[config.mk]
export PLATFORM = sky130hd
export DESIGN_NAME = dsp_intr_monitor
export DESIGN_NICKNAME = d
export VERILOG_FILES = /design/src/rtl/dsp_intr_pkg.sv /design/src/rtl/dsp_intr_sync_edge.sv /design/src/rtl/dsp_intr_monitor.sv
export SDC_FILE = /design/constraint.sdc
export NUM_CORES = 1
export LEC_CHECK = 0
export ABC_CLOCK_PERIOD_IN_PS = 2120
export CAP_MARGIN = 40
export CORE_MARGIN = 5
export CORE_UTILIZATION = 35
export CTS_CLUSTER_DIAMETER = 150
export DETAILED_ROUTE_END_ITERATION = 7
export PLACE_DENSITY = 0.64
export SYNTH_ARGS = -nofsm -noshare
export SYNTH_HDL_FRONTEND = slang
export SYNTH_SLANG_ARGS = --single-unit
[constraint.sdc]
create_clock -name i_clk -period 2.12 [get_ports i_clk]
set_clock_uncertainty 0.05 [all_clocks]
set_input_delay 0.212 -clock i_clk [delete_from_list [all_inputs] [get_ports i_clk]]
set_output_delay 0.212 -clock i_clk [all_outputs]
set_load 0.01 [all_outputs]
[src/rtl/dsp_intr_pkg.sv]
// -----------------------------------------------------------------------------
// dsp_intr_pkg
// Shared types and constants for the DSP XINTF interrupt monitor.
//   state_t        : monitor FSM state encoding (2 bits, exposed on o_state)
//   *_DEF          : default parameter values for dsp_intr_monitor
//   CNT_W          : width of the period counter / o_period
//   sat_inc()      : saturating increment of a CNT_W-bit counter value
// -----------------------------------------------------------------------------
package dsp_intr_pkg;

    typedef enum logic [1:0] {
        IDLE       = 2'd0,
        WAIT_FIRST = 2'd1,
        RUN        = 2'd2,
        FAULT      = 2'd3
    } state_t;

    localparam int PERIOD_NOM_DEF = 1000;
    localparam int TOL_DEF        = 50;
    localparam int TIMEOUT_DEF    = 2000;
    localparam int FILT_DEF       = 4;

    localparam int CNT_W = 16;

    function automatic logic [CNT_W-1:0] sat_inc(input logic [CNT_W-1:0] v);
        return (v == {CNT_W{1'b1}}) ? v : v + {{(CNT_W-1){1'b0}}, 1'b1};
    endfunction

endpackage

[src/rtl/dsp_intr_sync_edge.sv]
// -----------------------------------------------------------------------------
// dsp_intr_sync_edge
// Brings the asynchronous DSP interrupt into the i_clk domain and produces a
// one-cycle strobe for each accepted rising edge.
//   i_clk, i_rst : clock, asynchronous active-high reset
//   i_intr       : raw asynchronous interrupt
//   o_edge       : combinational one-cycle strobe, high when an edge is accepted
// Optional feature: DSP_INTR_GLITCH_FILTER_EN enables a filter that accepts a
// rising edge only after P_FILT consecutive high synchronised samples.
// Without it the edge is simply "synchronised high, previous sample low".
// -----------------------------------------------------------------------------
module dsp_intr_sync_edge #(
    parameter int P_FILT = 4
) (
    input  logic i_clk,
    input  logic i_rst,
    input  logic i_intr,
    output logic o_edge
);

    logic r_sync1;
    logic r_sync2;

    always_ff @(posedge i_clk or posedge i_rst) begin
        if (i_rst) begin
            r_sync1 <= 1'b0;
            r_sync2 <= 1'b0;
        end else begin
            r_sync1 <= i_intr;
            r_sync2 <= r_sync1;
        end
    end

`ifdef DSP_INTR_GLITCH_FILTER_EN
    localparam int LP_HW = $clog2(P_FILT + 1);
    localparam logic [LP_HW-1:0] LP_FILT    = LP_HW'(P_FILT);
    localparam logic [LP_HW-1:0] LP_FILT_M1 = LP_HW'(P_FILT - 1);

    // Run length of consecutive high samples; parks at P_FILT so a long high
    // level fires exactly once and only a low sample re-arms the filter.
    logic [LP_HW-1:0] r_hcnt;

    always_ff @(posedge i_clk or posedge i_rst) begin
        if (i_rst) begin
            r_hcnt <= '0;
        end else if (!r_sync2) begin
            r_hcnt <= '0;
        end else if (r_hcnt != LP_FILT) begin
            r_hcnt <= r_hcnt + 1'b1;
        end
    end

    // Fires on the P_FILT-th high sample in a row.
    assign o_edge = r_sync2 && (r_hcnt == LP_FILT_M1);
`else
    logic r_prev;
    logic w_unused_filt;

    always_ff @(posedge i_clk or posedge i_rst) begin
        if (i_rst) begin
            r_prev <= 1'b0;
        end else begin
            r_prev <= r_sync2;
        end
    end

    assign o_edge        = r_sync2 && !r_prev;
    assign w_unused_filt = ^P_FILT;
`endif

endmodule

[src/rtl/dsp_intr_monitor.sv]
// -----------------------------------------------------------------------------
// dsp_intr_monitor
// Conditions the DSP XINTF interrupt: synchronises it, turns each rising edge
// into a one-cycle start pulse for the XINTF FSM, measures the interval
// between edges and raises sticky early / timeout faults.
// Ports:
//   i_clk, i_rst      : clock, asynchronous active-high reset
//   i_DSP_intr        : raw asynchronous DSP interrupt
//   i_enable          : monitor enable (0 forces IDLE, flags retained)
//   i_clr             : one-cycle clear of the sticky flags
//   o_intr_pulse      : one-cycle start pulse
//   o_period          : last measured period in clocks
//   o_period_valid    : one-cycle strobe when o_period updates
//   o_intr_count      : accepted-edge count (wraps)
//   o_early           : sticky, a period was shorter than P_PERIOD_NOM-P_TOL
//   o_timeout         : sticky, no edge within P_TIMEOUT clocks in RUN
//   o_state           : FSM state (IDLE/WAIT_FIRST/RUN/FAULT) for debug
// Strobe semantics: o_intr_pulse and o_period_valid are single-cycle strobes
// with no back-pressure; the consumer must sample them in the cycle they are
// high. o_period, o_early and o_intr_count change in that same cycle.
// Optional feature: DSP_INTR_GLITCH_FILTER_EN (see dsp_intr_sync_edge).
// -----------------------------------------------------------------------------
module dsp_intr_monitor
    import dsp_intr_pkg::*;
#(
    parameter int P_PERIOD_NOM = PERIOD_NOM_DEF,
    parameter int P_TOL        = TOL_DEF,
    parameter int P_TIMEOUT    = TIMEOUT_DEF,
    parameter int P_FILT       = FILT_DEF
) (
    input  logic              i_clk,
    input  logic              i_rst,
    input  logic              i_DSP_intr,
    input  logic              i_enable,
    input  logic              i_clr,
    output logic              o_intr_pulse,
    output logic [CNT_W-1:0]  o_period,
    output logic              o_period_valid,
    output logic [31:0]       o_intr_count,
    output logic              o_early,
    output logic              o_timeout,
    output logic [1:0]        o_state
);

    localparam logic [CNT_W-1:0] LP_EARLY = CNT_W'(P_PERIOD_NOM - P_TOL);
    localparam logic [CNT_W-1:0] LP_TO    = CNT_W'(P_TIMEOUT);
    localparam logic [CNT_W-1:0] LP_TO_M1 = CNT_W'(P_TIMEOUT - 1);

    logic             w_edge;
    state_t           r_state;
    state_t           w_state_nxt;
    logic [CNT_W-1:0] r_cnt;
    logic [CNT_W-1:0] w_cnt_inc;
    logic             w_pulse;
    logic             w_latch;
    logic             w_cnt_clr;
    logic             w_set_to;
    logic             w_set_early;
    logic             r_pulse;
    logic             r_pvalid;
    logic [CNT_W-1:0] r_period;
    logic [31:0]      r_count;
    logic             r_early;
    logic             r_timeout;

    dsp_intr_sync_edge #(
        .P_FILT (P_FILT)
    ) u_sync_edge (
        .i_clk  (i_clk),
        .i_rst  (i_rst),
        .i_intr (i_DSP_intr),
        .o_edge (w_edge)
    );

    assign w_cnt_inc = sat_inc(r_cnt);

    always_comb begin
        w_state_nxt = r_state;
        w_pulse     = 1'b0;
        w_latch     = 1'b0;
        w_cnt_clr   = 1'b0;
        w_set_to    = 1'b0;
        if (!i_enable) begin
            w_state_nxt = IDLE;
            w_cnt_clr   = 1'b1;
        end else begin
            case (r_state)
                IDLE: begin
                    w_state_nxt = WAIT_FIRST;
                    w_cnt_clr   = 1'b1;
                end
                WAIT_FIRST: begin
                    if (w_edge) begin
                        w_pulse     = 1'b1;
                        w_cnt_clr   = 1'b1;
                        w_state_nxt = RUN;
                    end
                end
                RUN: begin
                    if (w_edge) begin
                        w_pulse   = 1'b1;
                        w_latch   = 1'b1;
                        w_cnt_clr = 1'b1;
                    end else begin
                        // o_timeout rises with the counter reaching P_TIMEOUT;
                        // the state follows one cycle later. An edge in either
                        // of those cycles takes priority.
                        if (r_cnt == LP_TO_M1) begin
                            w_set_to = 1'b1;
                        end
                        if (r_cnt == LP_TO) begin
                            w_state_nxt = FAULT;
                        end
                    end
                end
                FAULT: begin
                    if (w_edge) begin
                        w_pulse     = 1'b1;
                        w_cnt_clr   = 1'b1;
                        w_state_nxt = RUN;
                    end
                end
                default: begin
                    w_state_nxt = IDLE;
                    w_cnt_clr   = 1'b1;
                end
            endcase
        end
    end

    // The period reported for an edge counts the edge cycle itself, so edges
    // N clocks apart report N.
    assign w_set_early = w_latch && (w_cnt_inc < LP_EARLY);

    always_ff @(posedge i_clk or posedge i_rst) begin
        if (i_rst) begin
            r_state <= IDLE;
        end else begin
            r_state <= w_state_nxt;
        end
    end

    always_ff @(posedge i_clk or posedge i_rst) begin
        if (i_rst) begin
            r_cnt     <= '0;
            r_pulse   <= 1'b0;
            r_pvalid  <= 1'b0;
            r_period  <= '0;
            r_count   <= '0;
            r_early   <= 1'b0;
            r_timeout <= 1'b0;
        end else begin
            r_pulse  <= w_pulse;
            r_pvalid <= w_latch;
            if (w_cnt_clr || (r_state == IDLE)) begin
                r_cnt <= '0;
            end else begin
                r_cnt <= w_cnt_inc;
            end
            if (w_latch) begin
                r_period <= w_cnt_inc;
            end
            if (w_pulse) begin
                r_count <= r_count + 32'd1;
            end
            // A flag being set in the same cycle as i_clr stays set.
            if (w_set_early) begin
                r_early <= 1'b1;
            end else if (i_clr) begin
                r_early <= 1'b0;
            end
            if (w_set_to) begin
                r_timeout <= 1'b1;
            end else if (i_clr) begin
                r_timeout <= 1'b0;
            end
        end
    end

    assign o_intr_pulse   = r_pulse;
    assign o_period_valid = r_pvalid;
    assign o_period       = r_period;
    assign o_intr_count   = r_count;
    assign o_early        = r_early;
    assign o_timeout      = r_timeout;
    assign o_state        = r_state;

endmodule

==> results_dict.tcl <==
set metrics [dict create \
    grt_max_degree 74 \
    p_clk_share_pct 38.6 \
    reg2reg_slack_ns 0.16 \
    tightest_slew_ns 0.3814 \
    netlist_area_mm2 0.003373 \
    vias 2578 \
    numCtsBuffers 9 \
    worstSetupEndpointType "flop" \
    netlist.area_leader.share_pct 54.15 \
    cts_num_sinks 73 \
    yosysWarnings 0 \
    track_usage_pct 14.01 \
    p_sw_w 0.0007288 \
    ir_worst_vdd_mv 0.4384 \
    grt_pass1_wl_um 12940 \
    run_status "finished, final reports clean" \
    seqPwrFrac_pct 52.6 \
    cp-start-kind "flop" \
    crit_type "reg2reg" \
    yosys-top-cells-area "dfrtp_1 54%, xnor2_1 8.0%, nand2_1 3.9%, nor2_1 3.6%, nand3_1 3.4%" \
    rsz0062_at_grt "false" \
    cap_violations 0 \
    cts_hold_buf 0 \
    synthDistinctLibCells 42 \
    clk-insertion-delay-late_ns 0.35 \
    grt_antenna_before_repair 0 \
    cts_resized 0 \
    gp_congestion 0.8972 \
    die_h_um 108.2 \
    start_util_pct 36.16 \
    seq_area_frac_synth_pct 54.15 \
    gr-total-overflow 0 \
    area_delta_synth_final_pct 32.38 \
    core_area_mm2 0.009328 \
    avgSynthCellArea_um2 10.38 \
    wl_um 7532 \
    diodes 0 \
    syn_inst 325 \
    relSlewSlack_pct 74.34 \
    synth.most_common_cell "dfrtp_1" \
    min_period_ns 1.962 \
    placed_cells 526 \
    ios 59 \
    yosysTopAreaCell "dfrtp_1" \
    cts_setup_buffers 0 \
    ys.flop_type "dfrtp_1" \
    internal_power_w 0.002118 \
    combPwrFrac_pct 8.9 \
    wire_per_inst_um 13.90 \
    root_buffer "clkbuf_8" \
    setup_viol 0 \
    drc 0 \
    htreeDepth 3 \
    fp-row-count 35 \
    placed_cell_area_mm2 0.004255 \
    cts_tree "done" \
    grt_pass1_vias 2621 \
    swShare_pct 25.60 \
    syn_nets 333 \
    drt_iter0_drc 139 \
    ys_top_cells_by_count "73 x dfrtp_1, 35 x nand2_1, 32 x nor2_1" \
    final_area_mm2 0.004466 \
    finalNonFillerCells 542 \
    path_clk_slew_ns 0.08 \
    hp-class "in2async" \
    cp_max_fo 7 \
    p_leak_nw 1.876 \
    cts_buffer_depth 2 \
    max_clock_freq_ghz 0.5096 \
    dieArea_mm2 0.01170 \
    layout.nets 416 \
    postSynth.asyncResetShare_pct 100.0 \
    first_pass_iters 4 \
    synth_seq_cells 73 \
    ant_nets 0 \
    drive_gt1_share_pct 13.32 \
    power.density_mw_per_mm2 637.6 \
    via_per_inst 4.756 \
    dpl.hpwl_um 5472 \
    final-hold-violation-count 0 \
    slew_violations 0 \
    numPortBuffers 58 \
    cp.required_ns 2.30 \
    fp.dieW_um 108.2 \
    synth_enable_flop_cells 0 \
    crit_arrival_ns 2.14 \
    finalCritPeriodShare_pct 92.56 \
]
[state kept, by name (all words and copies together) (netlist names), 2 cells and up]
name          flops
r_cnt            16
o_state           2
o_period         16
o_intr_count     32
[kinds of logic after synthesis]
kind of cell | synth area share (%)
xor gates and xnor gates | 11.16
muxes | 0.9273
buffers and inverters | 2.893
adders and majority gates | 1.113
and+or+nand+nor | 23.55
AOI/OAI and AO/OA | 6.195
DFF | 54.15
[routing by layer]
layer | GRT usage [%] | vias to the layer above | share of wire (%)
met3 | 4.776 | 6 | 5.4
li1 | - | 1281 | -
met2 | 21.14 | 60 | 44
met5 | 0 | - | 0
met4 | 3.877 | 0 | 0.96
met1 | 19.24 | 1231 | 49
[cell usage in the layout (no fill, tap or decap), types with 2 or more instances in the layout]
cell type,Yosys,routed
nor2b_1,2,2
nor3_1,7,7
buf_4,3,23
a21oi_1,4,4
o21ai_0,20,20
nor2_1,32,32
inv_1,12,11
nor2_4,2,2
ha_1,3,3
xnor2_1,31,31
clkdlybuf4s50_1,0,58
clkinv_2,0,2
nand4_1,13,13
nor4_1,3,2
clkbuf_8,0,9
inv_6,0,2
or2_2,3,3
xor2_1,12,12
nand2_1,35,35
dfrtp_1,73,72
a31oi_1,2,2
a21boi_0,2,2
nand2b_1,2,2
mux2i_1,2,2
o22ai_1,3,3
nor4_4,1,2
and3_1,8,7
nand3_1,23,23
and4_1,5,5
[cell type report]
class                   instances  area [um^2]
repair buffers                 82        773.2
clock inverters                 6        65.06
fillers                       892         4862
flip-flops and latches         73         1828
clock buffers                  10        127.6
well taps                     129        161.4
multi-input cells             230         1465
inverters                      12        45.04
[metrics by stage]
step                      total power, W  TNS (ns)  hold WS (ns)  utilization (%)  worst slack (ns)
after floorplan                 0.001640         0        0.1934                -          0.004729
after global placement          0.001778  -0.09194        0.2827            45.62          -0.04470
after detailed placement        0.001784   -0.2879        0.2855            45.62          -0.07527
after CTS                       0.002892         0        0.2211            47.69            0.1170
after global routing            0.002993         0        0.2329            47.87          0.006206
final                           0.002847         0        0.2129            47.87            0.1578
[path summary, 6_finish.rpt]
check / endpoint / cells past startpoint / startpoint
max: o_early / 7 / r_cnt[0]
min: o_intr_count[29] / 3 / i_rst
max reg2reg: o_early / 7 / r_cnt[0]
min reg2reg: u_sync_edge.r_sync2 / 0 / u_sync_edge.r_sync1
max in group asynchronous: r_cnt[13] / 3 / i_rst
min in group i_clk: u_sync_edge.r_sync1 / 1 / i_DSP_intr
[worst max-delay path: stages, from the launching register on]
cell and delay [ns]:
dfrtp_1 0.41, ha_1 0.24, and3_2 0.24, nand4_4 0.16, nand4_1 0.12, xor2_1 0.19, a311oi_1 0.31, a31oi_1 0.12
[power by group through the flow]
stage	clock network (W)	registers [W]	logic, W
global route	0.00120	0.00151	0.000281
floorplan	0	0.00154	0.000105
detailed placement	0	0.00152	0.000260
CTS	0.00114	0.00150	0.000260
finish	0.00110	0.00150	0.000252
global placement	0	0.00152	0.000253
(Power assumes the default switching activity.)
